[src/rtl/wb_write_queue_if.sv]
// Bus between the writeback stage, the register file write/read ports and the write queue.
interface wb_write_queue_if #(
  parameter int WordLen   = 32,
  parameter int WordCount = 16,
  parameter int Depth     = 4
);
  localparam int IW = $clog2(WordCount);
  localparam int CW = $clog2(Depth) + 1;

  logic                 inValid;
  logic [IW-1:0]        inDest;
  logic [WordLen-1:0]   inData;
  logic                 inReady;
  logic                 drainHold;
  logic                 regWrite;
  logic [IW-1:0]        writeRegister;
  logic [WordLen-1:0]   writeData;
  logic [IW-1:0]        src1;
  logic [IW-1:0]        src2;
  logic                 hit1;
  logic                 hit2;
  logic [WordLen-1:0]   fwdData1;
  logic [WordLen-1:0]   fwdData2;
  logic [WordCount-1:0] pending;
  logic [CW-1:0]        count;

  modport master (
    output inValid, inDest, inData, drainHold, src1, src2,
    input  inReady, regWrite, writeRegister, writeData,
           hit1, hit2, fwdData1, fwdData2, pending, count
  );

  modport slave (
    input  inValid, inDest, inData, drainHold, src1, src2,
    output inReady, regWrite, writeRegister, writeData,
           hit1, hit2, fwdData1, fwdData2, pending, count
  );
endinterface

[src/rtl/wb_write_queue.sv]
// In-order queue of pending register writes ahead of the register file write port,
// with a pending-destination scoreboard and youngest-match forwarding for two read ports.
module wb_write_queue #(
  parameter int WordLen   = 32,
  parameter int WordCount = 16,
  parameter int Depth     = 4
) (
  input  logic             clk,
  input  logic             rst,
  wb_write_queue_if.slave  bus
);
  localparam int IW = $clog2(WordCount);
  localparam int PW = $clog2(Depth);
  localparam int CW = PW + 1;
  localparam int NP = 2;

  logic [Depth-1:0]              r_vld;
  logic [Depth-1:0][IW-1:0]      r_dest;
  logic [Depth-1:0][WordLen-1:0] r_data;
  logic [PW-1:0]                 r_head;
  logic [PW-1:0]                 r_tail;
  logic [CW-1:0]                 r_count;

  logic                          w_full;
  logic                          w_empty;
  logic                          w_push;
  logic                          w_pop;
  logic [NP-1:0][IW-1:0]         w_src;
  logic [NP-1:0]                 w_hit;
  logic [NP-1:0][WordLen-1:0]    w_fwd;
  logic [WordCount-1:0]          w_pending;

  assign w_full  = (r_count == CW'(Depth));
  assign w_empty = (r_count == '0);
  // inReady depends only on state, so a same-cycle pop never frees a slot early
  assign w_push  = bus.inValid && !w_full;
  assign w_pop   = !w_empty && !bus.drainHold;
  assign w_src   = {bus.src2, bus.src1};

  assign bus.inReady       = !w_full;
  assign bus.regWrite      = w_pop;
  assign bus.writeRegister = r_dest[r_head];
  assign bus.writeData     = r_data[r_head];
  assign bus.hit1          = w_hit[0];
  assign bus.hit2          = w_hit[1];
  assign bus.fwdData1      = w_fwd[0];
  assign bus.fwdData2      = w_fwd[1];
  assign bus.pending       = w_pending;
  assign bus.count         = r_count;

  // Walk entries oldest to youngest so the last match (youngest) wins.
  always_comb begin
    w_hit     = '0;
    w_fwd     = '0;
    w_pending = '0;
    for (int k = 0; k < Depth; k++) begin
      logic [PW-1:0] idx;
      idx = r_head + PW'(k);
      if (r_vld[idx]) begin
        w_pending[r_dest[idx]] = 1'b1;
        for (int p = 0; p < NP; p++) begin
          if (r_dest[idx] == w_src[p]) begin
            w_hit[p] = 1'b1;
            w_fwd[p] = r_data[idx];
          end
        end
      end
    end
  end

  always_ff @(posedge clk or posedge rst) begin
    if (rst) begin
      r_vld   <= '0;
      r_head  <= '0;
      r_tail  <= '0;
      r_count <= '0;
    end else begin
      if (w_pop) begin
        r_vld[r_head] <= 1'b0;
        r_head        <= r_head + 1'b1;
      end
      if (w_push) begin
        r_vld[r_tail] <= 1'b1;
        r_tail        <= r_tail + 1'b1;
      end
      case ({w_push, w_pop})
        2'b10:   r_count <= r_count + 1'b1;
        2'b01:   r_count <= r_count - 1'b1;
        default: r_count <= r_count;
      endcase
    end
  end

  // Payload needs no reset: it is only observed through valid bits or while regWrite=1.
  always_ff @(posedge clk) begin
    if (w_push) begin
      r_dest[r_tail] <= bus.inDest;
      r_data[r_tail] <= bus.inData;
    end
  end
endmodule

[src/flat_wrapper.sv]
// flat-port wrapper written by rule: the top's interface ports become plain ports
module wb_write_queue_flat 
#(
  parameter int WordLen   = 32,
  parameter int WordCount = 16,
  parameter int Depth     = 4
)
  (clk, rst, bus_inValid, bus_inDest, bus_inData, bus_drainHold, bus_src1, bus_src2, bus_inReady, bus_regWrite, bus_writeRegister, bus_writeData, bus_hit1, bus_hit2, bus_fwdData1, bus_fwdData2, bus_pending, bus_count);
  wb_write_queue_if #(.WordLen(WordLen), .WordCount(WordCount), .Depth(Depth)) bus_i ();
  input  logic clk;
  input  logic rst;
  input wire logic [$bits(bus_i.inValid)-1:0] bus_inValid;
  input wire logic [$bits(bus_i.inDest)-1:0] bus_inDest;
  input wire logic [$bits(bus_i.inData)-1:0] bus_inData;
  input wire logic [$bits(bus_i.drainHold)-1:0] bus_drainHold;
  input wire logic [$bits(bus_i.src1)-1:0] bus_src1;
  input wire logic [$bits(bus_i.src2)-1:0] bus_src2;
  output wire logic [$bits(bus_i.inReady)-1:0] bus_inReady;
  output wire logic [$bits(bus_i.regWrite)-1:0] bus_regWrite;
  output wire logic [$bits(bus_i.writeRegister)-1:0] bus_writeRegister;
  output wire logic [$bits(bus_i.writeData)-1:0] bus_writeData;
  output wire logic [$bits(bus_i.hit1)-1:0] bus_hit1;
  output wire logic [$bits(bus_i.hit2)-1:0] bus_hit2;
  output wire logic [$bits(bus_i.fwdData1)-1:0] bus_fwdData1;
  output wire logic [$bits(bus_i.fwdData2)-1:0] bus_fwdData2;
  output wire logic [$bits(bus_i.pending)-1:0] bus_pending;
  output wire logic [$bits(bus_i.count)-1:0] bus_count;
  assign bus_i.inValid = bus_inValid;
  assign bus_i.inDest = bus_inDest;
  assign bus_i.inData = bus_inData;
  assign bus_i.drainHold = bus_drainHold;
  assign bus_i.src1 = bus_src1;
  assign bus_i.src2 = bus_src2;
  assign bus_inReady = bus_i.inReady;
  assign bus_regWrite = bus_i.regWrite;
  assign bus_writeRegister = bus_i.writeRegister;
  assign bus_writeData = bus_i.writeData;
  assign bus_hit1 = bus_i.hit1;
  assign bus_hit2 = bus_i.hit2;
  assign bus_fwdData1 = bus_i.fwdData1;
  assign bus_fwdData2 = bus_i.fwdData2;
  assign bus_pending = bus_i.pending;
  assign bus_count = bus_i.count;
  wb_write_queue #(.WordLen(WordLen), .WordCount(WordCount), .Depth(Depth)) u_core (.clk(clk), .rst(rst), .bus(bus_i));
endmodule
[config.mk]
export PLATFORM = sky130hd
export DESIGN_NAME = wb_write_queue_flat
export DESIGN_NICKNAME = d
export VERILOG_FILES = /design/src/rtl/wb_write_queue_if.sv /design/src/rtl/wb_write_queue.sv /design/src/flat_wrapper.sv
export SDC_FILE = /design/constraint.sdc
export NUM_CORES = 1
export LEC_CHECK = 0
export BUFFER_PORTS_ARGS = -buffer_cell sky130_fd_sc_hd__buf_2
export CELL_PAD_IN_SITES_DETAIL_PLACEMENT = 0
export CELL_PAD_IN_SITES_GLOBAL_PLACEMENT = 1
export CORE_AREA = 2 2 141 177
export DETAILED_ROUTE_END_ITERATION = 6
export DIE_AREA = 0 0 143 179
export MAX_ROUTING_LAYER = met4
export PLACE_DENSITY_LB_ADDON = 0.1
export SLEW_MARGIN = 10
export SYNTH_ARGS = -nofsm -noshare
export SYNTH_HDL_FRONTEND = slang
export SYNTH_SLANG_ARGS = --single-unit
export TNS_END_PERCENT = 20
[constraint.sdc]
create_clock -name clk -period 4.41 [get_ports clk]
set_clock_uncertainty 0.15 [all_clocks]
set_input_delay 0.2205 -clock clk [delete_from_list [all_inputs] [get_ports clk]]
set_output_delay 0.2205 -clock clk [all_outputs]
set_load 0.03 [all_outputs]
After elaboration in Yosys (flattened, before gate mapping). Cells that the tools add are included.

Flip-flop bits (word level): 155. Bits of input ports: 48. Output and inout bits: 123. Word-level logic and storage cells: 136.

Add/sub/neg operators: 6. Order comparisons: 15. Equal/unequal tests: 11. Mux-type cells: 73. Bitwise gates (word level): 6. Reductions and logical operators: 13.

Operator list (number): 32-bit two-way mux (13); 32-bit binary-select mux with 2-bit select (4); 64-bit two-way mux (4); 128-bit bitwise mux (1); 32-bit demux with 2-bit select (1); 16-bit two-way mux (4); 16-bit OR (3); 4-bit binary-select mux with 2-bit select (4); 4-bit equality test (8); 4-bit two-way mux (7); 4-bit by 5-bit < comparator with 1-bit output (second input constant) (4); 1-bit two-way mux (18); 16-bit bitwise mux (1); 1-bit demux with 4-bit select (4); 4-bit by 1-bit greater-or-equal comparator with 1-bit output (second input constant) (4); 2-bit by 3-bit < comparator with 1-bit output (second input constant) (5); 1-bit binary-select mux with 2-bit select (4); 4-bit demux with 2-bit select (1); 1-bit logical AND (8); 2-bit two-way mux (4); 3-bit one-hot mux with 2 select lines (1); 2-bit by 1-bit adder with 2-bit output (second input constant) (2); 2-bit adder (second input constant) (2); 4-bit bitwise AND (1); 12 further kinds (16).

Longest topological paths before layout. Gate-level depths: netlist (run 1).

Depth after elaboration: 13. Depth in mapped cells: 15. Mapped depth without buffers: 10.

Worst setup path before layout (run 1). OpenSTA, ideal clock, no wires.

Path kind: register to output. Start: reg u_core.r_head[1]. End: out bus_fwdData2[1]. Arrival: 3.929 ns. Data required time: 4.039 ns. Slack: 0.111 ns. Cell stages (with the launch flop): 15. Buffers on the path: 6. Path through: dfrtp_1 -> buf_2 -> buf_1 -> clkbuf_1 -> inv_1 -> ha_1 -> buf_6 -> mux4_2 -> xor2_1 -> nor4_4 -> and2_1 -> buf_4 -> buf_6 -> a221oi_1 -> o21ai_1.

Longest elaborated chain between the ends: 11. Elaborated cells on any way between the ends: 39. Those cells by class: add/sub: 3; eq/ne: 4; mux: 32.

RTL lines: from (decl) (line wb_write_queue.sv:20) `logic [PW-1:0] r_head;`; from (signal assigned) (line wb_write_queue.sv:80) `r_head <= r_head + 1'b1;`; branches (longest 10 deep; another with 2-bit by 1-bit adder with 2-bit output); 64-bit two-way mux (*) (line wb_write_queue.sv:59) `if (r_vld[idx]) begin`; to (decl) (line flat_wrapper.sv:25) `output wire logic [$bits(bus_i.fwdData2)-1:0] bus_fwdData2;`.

Mark *: on every way between the ends. The select of a mux whose other input is x is not followed.

Worst setup path in the final report (run 1).
Start: reg u_core.r_head[0]. End: out bus_fwdData2[19].

The elaborated chain is that of the path after synthesis.

==> results.py, run 1 <==
metrics = {
    "run_status": {
        "status": "complete, no violations",
    },
    "cells_and_area": {
        "drive_above_1_share_pct": 40.35,
        "fin_nets": 1076,
        "fillers": 2003,
        "synthToLayoutAreaGrowth_pct": 19.33,
    },
    "clock_network": {
        "clk_pin_slew_worst_paths_ps": 60,
        "cts_root_buf": "clkbuf_16",
        "cts_hold_buf": 37,
        "cts_max_level": 4,
        "cts_tree": "built",
        "cts_buffers": 17,
        "cts_resized": 0,
        "cts_setup_buffers": 0,
        "max-clock-path-buffers": 2,
        "worstSkewPairLatency_ps": 440,
        "clock_sinks": 155,
    },
    "sta": {
        "hold_viol_final": 0,
        "rsz0062_at_grt": "no",
        "worst_pin_slew_ps": 1015,
        "slew_headroom_pct": 32.34,
        "setup_tns_ps": 0,
        "period_minus_slack_ps": 4173,
        "max_freq_mhz": 239.6,
        "finalSetupViolations": 0,
        "finalMaxSlewViolations": 0,
        "min_period_over_period_pct": 94.63,
    },
    "setup_path": {
        "arrival_ps": 3800,
        "crit_path_top_delay_cell": "mux4_2",
        "worst_setup_path_end_kind": "output port",
        "start_kind": "flip-flop",
        "required_ps": 4040,
        "worstSetupPathType": "reg -> out",
        "critPathMaxStageDelay_ps": 620,
        "cp_max_fo": 19,
        "crit_chain": "inv_1 -> ha_4 -> mux4_2 -> xor2_1 -> nor4_4 -> and2_2 -> buf_12 -> a221oi_1 -> o21ai_1 -> buf_2",
    },
    "detailed_routing": {
        "drtIter0Drc": 801,
        "firstDrtPassIters": 5,
        "viasPerCell": 6.558,
        "drc": 0,
        "num_vias": 8939,
        "wire_per_inst_um": 24.25,
        "ant_nets": 0,
        "drt_wl_total_mm": 33.05,
    },
    "floorplan": {
        "core_area_sq_mm": 0.02410,
        "placementRows": 64,
        "die_area_sq_mm": 0.02560,
        "ioPinCount": 171,
        "die_x_um": 143,
        "fp.dieH_um": 179,
        "start_util_pct": 46.90,
    },
    "yosys": {
        "synth.distinct_cells": 47,
        "synth-seq-area-share_pct": 40.69,
        "synth_seq_cells": 155,
        "synth_cells": 835,
        "avgSynthCellArea_sq_um": 13.54,
        "synth_edf_count": 144,
        "synth_ff_type": "edfxtp_1",
        "synth_area_sq_mm": 0.01130,
        "syn-num-nets": 893,
        "ys_warn_count": 0,
        "async_reset_ff_share_pct": 7.097,
    },
    "placement": {
        "dp_hpwl_mm": 21.95,
        "numPortBuffers": 170,
        "globalplace.congestion": 0.8866,
    },
    "global_routing": {
        "overflow": 0,
        "grt_pass1_wl_mm": 50.05,
        "track_usage_pct": 26.95,
        "antenna_found_initial": 2,
        "grt_pass1_vias": 8863,
        "grt_max_degree": 61,
    },
    "worst_hold_path": {
        "min_path_type": "in -> reg",
    },
    "job": {
        "maxCapViolCount": 0,
    },
}
cells in the final DEF, fill, tap and decap left out, types with 9 or more instances in the layout:
| cell type | n |
|---|---|
| o221ai_1 | 13 |
| buf_2 | 170 |
| nor2b_1 | 12 |
| clkbuf_16 | 17 |
| xnor2_1 | 23 |
| a221oi_1 | 54 |
| o21ai_1 | 67 |
| nand3_1 | 9 |
| nand2_1 | 85 |
| a221oi_2 | 10 |
| edfxtp_1 | 144 |
| o21ai_0 | 63 |
| inv_1 | 14 |
| dlygate4sd3_1 | 37 |
| a22oi_1 | 10 |
| mux4_2 | 148 |
| xor2_1 | 9 |
| dfrtp_1 | 9 |
| nor2_1 | 15 |
| buf_4 | 26 |
Yosys cell counts, types with 4 or more instances:
cell type | number | area, sq um
mux4_2 | 148 | 3333
buf_6 | 10 | 112.6
xor2_1 | 9 | 78.83
clkbuf_1 | 29 | 108.9
xnor2_2 | 4 | 65.06
nand2b_1 | 7 | 43.79
o21ai_0 | 63 | 315.3
and2_1 | 7 | 43.79
buf_2 | 25 | 125.1
xnor2_1 | 23 | 201.4
o221ai_1 | 13 | 113.9
a21o_1 | 4 | 30.03
ha_1 | 9 | 112.6
a22oi_1 | 10 | 75.07
a21oi_1 | 4 | 20.02
nand3_1 | 9 | 45.04
nor2b_1 | 12 | 75.07
dfrtp_1 | 11 | 275.3
edfxtp_1 | 144 | 4324
o21ai_1 | 67 | 335.3
buf_4 | 5 | 37.54
nand2_1 | 85 | 319.1
or2_1 | 4 | 25.02
a221oi_1 | 54 | 473.0
nor2_1 | 18 | 67.56
and3_1 | 6 | 37.54
inv_1 | 14 | 52.55
a221oi_2 | 10 | 150.1
critical path, delay by kind of cell, from the launching register on:
family | cells | cell delay [ps]
fa+ha+maj | 1 | 260
compound gates | 2 | 300
flops | 1 | 470
xor+xnor | 1 | 200
buf+inv | 3 | 660
mux | 1 | 620
simple gates | 2 | 840
area by class of cell:
cell class	count	area [sq um]	share of cell area (%)
multi-input combinational	593	6264	46.44
sequential	155	4607	34.16
timing repair buffer	237	1496	11.09
clock buffer	17	425.4	3.154
tap	330	412.9	3.061
clock inverter	15	225.2	1.670
inverter	14	52.55	0.3896
antenna	2	5.005	0.03711
state kept, by name (all words and copies together) (netlist names):
signal / flops
u_core.r_dest: 16
u_core.r_tail: 2
u_core.r_vld: 4
u_core.bus.count: 3
u_core.r_head: 2
u_core.r_data: 128
logic make-up (layout without fill, tap and decap cells):
family | count (synthesis) | count (layout) | synth area share [%]
other | 0 | 2 | 0
multiplexers | 151 | 151 | 29.75
buffers and inverters | 87 | 283 | 4.173
adder cells (fa/ha/maj) | 10 | 10 | 1.173
AO/OA/AOI/OAI | 232 | 232 | 14.07
flip-flops | 155 | 155 | 40.69
AND/OR/NAND/NOR | 164 | 164 | 7.084
XOR/XNOR | 36 | 36 | 3.055
per-stage QoR:
step                      util, %  hold slack [ps]  setup slack, ps  cell area, sq um  instances
after floorplan                 -           -77.06            110.6             11300        835
final                       55.96            46.37            237.0             13490       1363
after detailed placement    51.70            120.5            705.1             12460       1292
after global placement      51.70            119.3            732.7             12460       1292
after CTS                   55.94            32.09            227.2             13480       1361
after global routing        55.96            86.01            34.85             13490       1363
layer usage:
layer	share of wire, %	GRT usage (%)	vias to the layer above	wire, um
met5	0	-	-	0
met2	51	45.24	471	17000
met1	39	33.30	4540	12830
met3	7.2	3.900	79	2383
li1	-	-	3849	-
met4	2.5	10.23	0	836
final timing paths:
path                                                 startpoint                              end  slack (ps)  depth (start not counted)
worst min register to register  u_core.bus.count[0]$_DFFE_PP0P_  u_core.bus.count[0]$_DFFE_PP0P_         380                          1
max in group asynchronous                                   rst     u_core.r_head[0]$_DFFE_PP0P_        3520                          3
worst max register to register     u_core.r_head[0]$_DFFE_PP0P_        u_core.r_vld[1]$_DFF_PP0_        1930                          5
min in group asynchronous                                   rst  u_core.bus.count[0]$_DFFE_PP0P_         200                          3
worst max-delay path               u_core.r_head[0]$_DFFE_PP0P_                 bus_fwdData2[19]         240                         10
worst min-delay path                                bus_inValid     u_core.r_tail[0]$_DFFE_PP0P_          50                          3
Power of run 1 is left out: the tool's default activity adds up to more than one toggle a clock period on the data nets, which glitch-free logic cannot reach.
==> run 2, diff against run 1 <==
Settings changed: REMOVE_ABC_BUFFERS set to 1.
==> results.py, run 2 (synthesis gave the netlist of run 1 again) <==
metrics = {
    "detailed_routing": {
        "drc": 0,
        "viasPerCell": 6.587,
        "num_vias": 8938,
        "wire_per_inst_um": 24.65,
        "drtIter0Drc": 667,
        "ant_nets": 0,
        "firstDrtPassIters": 6,
        "drt_wl_total_mm": 33.46,
    },
    "floorplan": {
        "die_x_um": 143,
        "fp.dieH_um": 179,
        "placementRows": 64,
        "core_area_sq_mm": 0.02410,
        "start_util_pct": 46.90,
        "die_area_sq_mm": 0.02560,
        "ioPinCount": 171,
    },
    "clock_network": {
        "max-clock-path-buffers": 2,
        "cts_max_level": 4,
        "clock_sinks": 155,
        "cts_setup_buffers": 0,
        "cts_tree": "built",
        "worstSkewPairLatency_ps": 430,
        "clk_pin_slew_worst_paths_ps": 60,
        "cts_buffers": 17,
        "cts_root_buf": "clkbuf_16",
    },
    "sta": {
        "max_freq_mhz": 237.5,
        "finalWorstSetupSlack_ps": 199.6,
        "rsz0062_at_grt": "no",
        "min_period_over_period_pct": 95.47,
        "period_minus_slack_ps": 4210,
        "finalSetupViolations": 0,
        "slew_headroom_pct": 42.05,
        "worst_pin_slew_ps": 869.2,
        "finalMaxSlewViolations": 0,
        "hold_viol_final": 0,
    },
    "global_routing": {
        "antenna_found_initial": 0,
        "grt_max_degree": 99,
        "track_usage_pct": 27.40,
        "grt_pass1_vias": 8960,
        "grt_pass1_wl_mm": 50.91,
        "overflow": 0,
    },
    "cells_and_area": {
        "mostFrequentLayoutCell": "buf_2",
        "utilization_pct": 55.87,
        "regMostFlops": "u_core.r_data",
        "antenna_cells": 0,
        "finalNonFillerCells": 1357,
        "synthToLayoutAreaGrowth_pct": 19.14,
        "fillers": 2044,
        "ff_latch_area_sq_mm": 0.004607,
        "multi_input_area_sq_mm": 0.006265,
        "top_regs": "u_core.r_data (128), u_core.r_dest (16), u_core.r_vld (4)",
        "drive_above_1_share_pct": 39.63,
        "mostFrequentLayoutCells": "buf_2 (170), mux4_2 (148), edfxtp_1 (144)",
        "largest_register_ffs": 128,
        "fin_nets": 1072,
    },
    "setup_path": {
        "crit_chain": "inv_1 -> ha_4 -> mux4_2 -> xor2_1 -> nor4_4 -> and2_4 -> buf_12 -> a221oi_1 -> o21ai_1 -> buf_2",
        "start_kind": "flip-flop",
        "arrival_ps": 3840,
        "cp.buffers_inverters": 3,
        "critPathMaxStageDelay_ps": 660,
        "cp_max_fo": 20,
        "required_ps": 4040,
        "worst_setup_path_end_kind": "output port",
        "worstSetupPathType": "reg -> out",
        "crit_path_top_delay_cell": "mux4_2",
        "critical_path.top_delay_family": "simple AND/OR/NAND/NOR gates",
    },
    "placement": {
        "dp_hpwl_mm": 21.85,
        "globalplace.congestion": 0.9453,
        "place_ws_ps": 535.6,
        "place_inst": 1288,
        "numPortBuffers": 170,
    },
    "run_status": {
        "status": "complete, no violations",
    },
    "worst_hold_path": {
        "min_path_type": "in -> reg",
    },
    "job": {
        "maxCapViolCount": 0,
    },
}
## run 2: routing by layer
metal	track usage, %	routed length [um]	vias up
met4	9.695	767	0
met5	-	0	-
met3	4.487	1930	65
met1	33.68	13230	4619
met2	46.15	17530	424
li1	-	-	3830
## run 2: what timing repair did
item | in CTS | in global routing
hold buffers | 37 | 0
endpoints found under the setup margin | 0 | 10
resized for setup | 0 | 1
hold endpoints to repair | 155 | 0
## run 2: worst reg2reg max path, cell delays in order (launching register included)
cell	delay [ps]
dfrtp_1	400
inv_1	90
nand3_1	180
and3_2	750
buf_4	430
## run 2: path summary, 6_finish.rpt
check	depth (start not counted)	slack [ps]	start	to
setup / recovery	10	200	u_core.r_head[0]$_DFFE_PP0P_	bus_fwdData2[30]
hold / removal	3	60	bus_drainHold	u_core.r_head[0]$_DFFE_PP0P_
setup reg to reg	4	2070	u_core.bus.count[0]$_DFFE_PP0P_	u_core.r_dest[1]$_DFFE_PP_
hold reg to reg	1	370	u_core.bus.count[0]$_DFFE_PP0P_	u_core.bus.count[0]$_DFFE_PP0P_
max in group asynchronous	3	3570	rst	u_core.r_head[0]$_DFFE_PP0P_
min in group asynchronous	3	190	rst	u_core.r_tail[0]$_DFFE_PP0P_
## run 2: final cells by class
class	instances	area share, %
multi-input cells	593	46.52
flip-flops and latches	155	34.21
repair buffers	233	11.35
clock buffers	24	3.577
well taps	330	3.066
clock inverters	8	0.8827
inverters	14	0.3902
## run 2: stage by stage
| step | TNS (ps) | area [sq um] | hold WS (ps) |
|---|---|---|---|
| 5_1_grt | 0 | 13470 | 57.20 |
| 4_1_cts | 0 | 13470 | 46.49 |
| 3_3_place_gp | 0 | 12490 | 97.06 |
| 6_report | 0 | 13470 | 55.96 |
| 3_5_place_dp | 0 | 12490 | 97.28 |
| 2_1_floorplan | -632120 | 10880 | -77.06 |
Power of run 2 is left out for the same reason.
==> run 3, diff against run 2 <==
Settings changed: RECOVER_POWER set to 25.
==> results.py, run 3 (synthesis gave the netlist of run 1 again) <==
metrics = {
    "run_status": {
        "status": "complete, no violations",
    },
    "clock_network": {
        "clock_sinks": 155,
        "worstSkewPairLatency_ps": 430,
        "max-clock-path-buffers": 2,
        "clk_pin_slew_worst_paths_ps": 60,
        "cts_tree": "built",
        "cts_buffers": 17,
        "cts_setup_buffers": 0,
        "cts_max_level": 4,
        "cts_root_buf": "clkbuf_16",
    },
    "setup_path": {
        "worst_setup_path_end_kind": "output port",
        "arrival_ps": 3850,
        "r2r_end": "u_core.r_dest[1]$_DFFE_PP_",
        "cp_max_fo": 20,
        "required_ps": 4040,
        "crit_path_top_delay_cell": "mux4_2",
        "critPathLaunch": "u_core.r_head[0]$_DFFE_PP0P_",
        "start_kind": "flip-flop",
        "r2r_slack_ps": 2080,
        "crit_chain": "inv_1 -> ha_4 -> mux4_2 -> xor2_1 -> nor4_4 -> and2_4 -> buf_12 -> a221oi_1 -> o21ai_1 -> buf_2",
        "reg2reg_from": "u_core.bus.count[0]$_DFFE_PP0P_",
        "critPathMaxStageDelay_ps": 650,
        "reg2reg_depth": 4,
        "worstSetupPathType": "reg -> out",
    },
    "detailed_routing": {
        "wire_per_inst_um": 24.64,
        "viasPerCell": 6.545,
        "drc": 0,
        "num_vias": 8882,
        "ant_nets": 0,
        "drt_wl_total_mm": 33.43,
        "firstDrtPassIters": 5,
        "drtIter0Drc": 623,
    },
    "global_routing": {
        "grt_pass1_vias": 8960,
        "track_usage_pct": 27.40,
        "antenna_found_initial": 0,
        "grt_max_degree": 99,
        "grt_pass1_wl_mm": 50.91,
        "overflow": 0,
    },
    "worst_hold_path": {
        "whs_path_depth": 3,
        "hp-start": "bus_drainHold",
        "min_path_type": "in -> reg",
        "hold_end": "u_core.r_head[0]$_DFFE_PP0P_",
    },
    "cells_and_area": {
        "top_regs": "u_core.r_data (128), u_core.r_dest (16), u_core.r_vld (4)",
        "synthToLayoutAreaGrowth_pct": 18.83,
        "largest_register_ffs": 128,
        "drive_above_1_share_pct": 36.90,
        "regMostFlops": "u_core.r_data",
        "mostFrequentLayoutCell": "mux4_2",
        "finalNonFillerCells": 1357,
        "fin_nets": 1072,
        "fillers": 2051,
        "antenna_cells": 0,
        "mostFrequentLayoutCells": "mux4_2 (148), edfxtp_1 (144), buf_2 (142)",
    },
    "sta": {
        "min_period_over_period_pct": 95.74,
        "period_minus_slack_ps": 4222,
        "finalSetupViolations": 0,
        "max_freq_mhz": 236.9,
        "hold_viol_final": 0,
        "setup_tns_ps": 0,
        "slew_headroom_pct": 42.46,
        "finalMaxSlewViolations": 0,
        "whs_ps": 54.93,
        "rsz0062_at_grt": "no",
        "finalWorstSetupSlack_ps": 188.0,
        "worst_pin_slew_ps": 863.1,
    },
    "floorplan": {
        "ioPinCount": 171,
        "core_area_sq_mm": 0.02410,
        "start_util_pct": 46.90,
        "die_x_um": 143,
        "placementRows": 64,
        "fp.dieH_um": 179,
        "die_area_sq_mm": 0.02560,
    },
    "placement": {
        "globalplace.congestion": 0.9453,
        "place_ws_ps": 535.6,
        "numPortBuffers": 170,
        "place_inst": 1288,
        "dp_hpwl_mm": 21.85,
    },
    "job": {
        "maxCapViolCount": 0,
    },
}
[run 3: cell count changes in the layout (fill, tap and decap cells not counted), sizes merged]
cell	delta
clkbuf	+28
buf	-28
[run 3: metrics by stage]
step           utilization (%)  instance area [sq um]
6_report                 55.73                  13430
5_1_grt                  55.73                  13430
4_1_cts                  55.87                  13470
3_5_place_dp             51.84                  12490
3_3_place_gp             51.84                  12490
2_1_floorplan                -                  10880
[run 3: how the worst max path moves through the flow]
stage,slack [ps],to,cells after the start
global route,30,bus_fwdData2[7],10
global placement,640,bus_fwdData2[30],10
finish,190,bus_fwdData2[30],10
CTS,80,bus_fwdData2[30],10
floorplan,-7050,bus_fwdData2[0],8
detailed placement,540,bus_fwdData2[30],10
[run 3: cell type report]
type | count | area, sq um | area share, %
well taps | 330 | 412.9 | 3.074
inverters | 14 | 52.55 | 0.3912
multi-input cells | 593 | 6265 | 46.64
flip-flops and latches | 155 | 4607 | 34.30
clock buffers | 24 | 481.7 | 3.586
repair buffers | 233 | 1494 | 11.12
clock inverters | 8 | 118.9 | 0.8850
[run 3: worst max-delay path: cells and delay by family (launching register included)]
kind                     cells  cell delay (ps)
AO/OA/AOI/OAI                2              340
flip-flops                   1              490
XOR/XNOR                     1              200
multiplexers                 1              650
adder cells (fa/ha/maj)      1              370
buffers and inverters        3              640
AND/OR/NAND/NOR              2              710
[run 3: routing by layer]
metal	routed length, um	up-vias	GRT usage [%]
met2	17520	417	46.15
met1	13090	4571	33.68
met3	2086	60	4.487
met5	0	-	-
li1	-	3834	-
met4	731	0	9.695
[run 3: what timing repair did]
item | 4_1_cts | 5_1_grt
setup endpoints to repair | 0 | 10
endpoints found under the hold margin | 155 | 0
resized for setup | 0 | 1
hold buffers | 37 | 0
Power of run 3 is left out for the same reason.
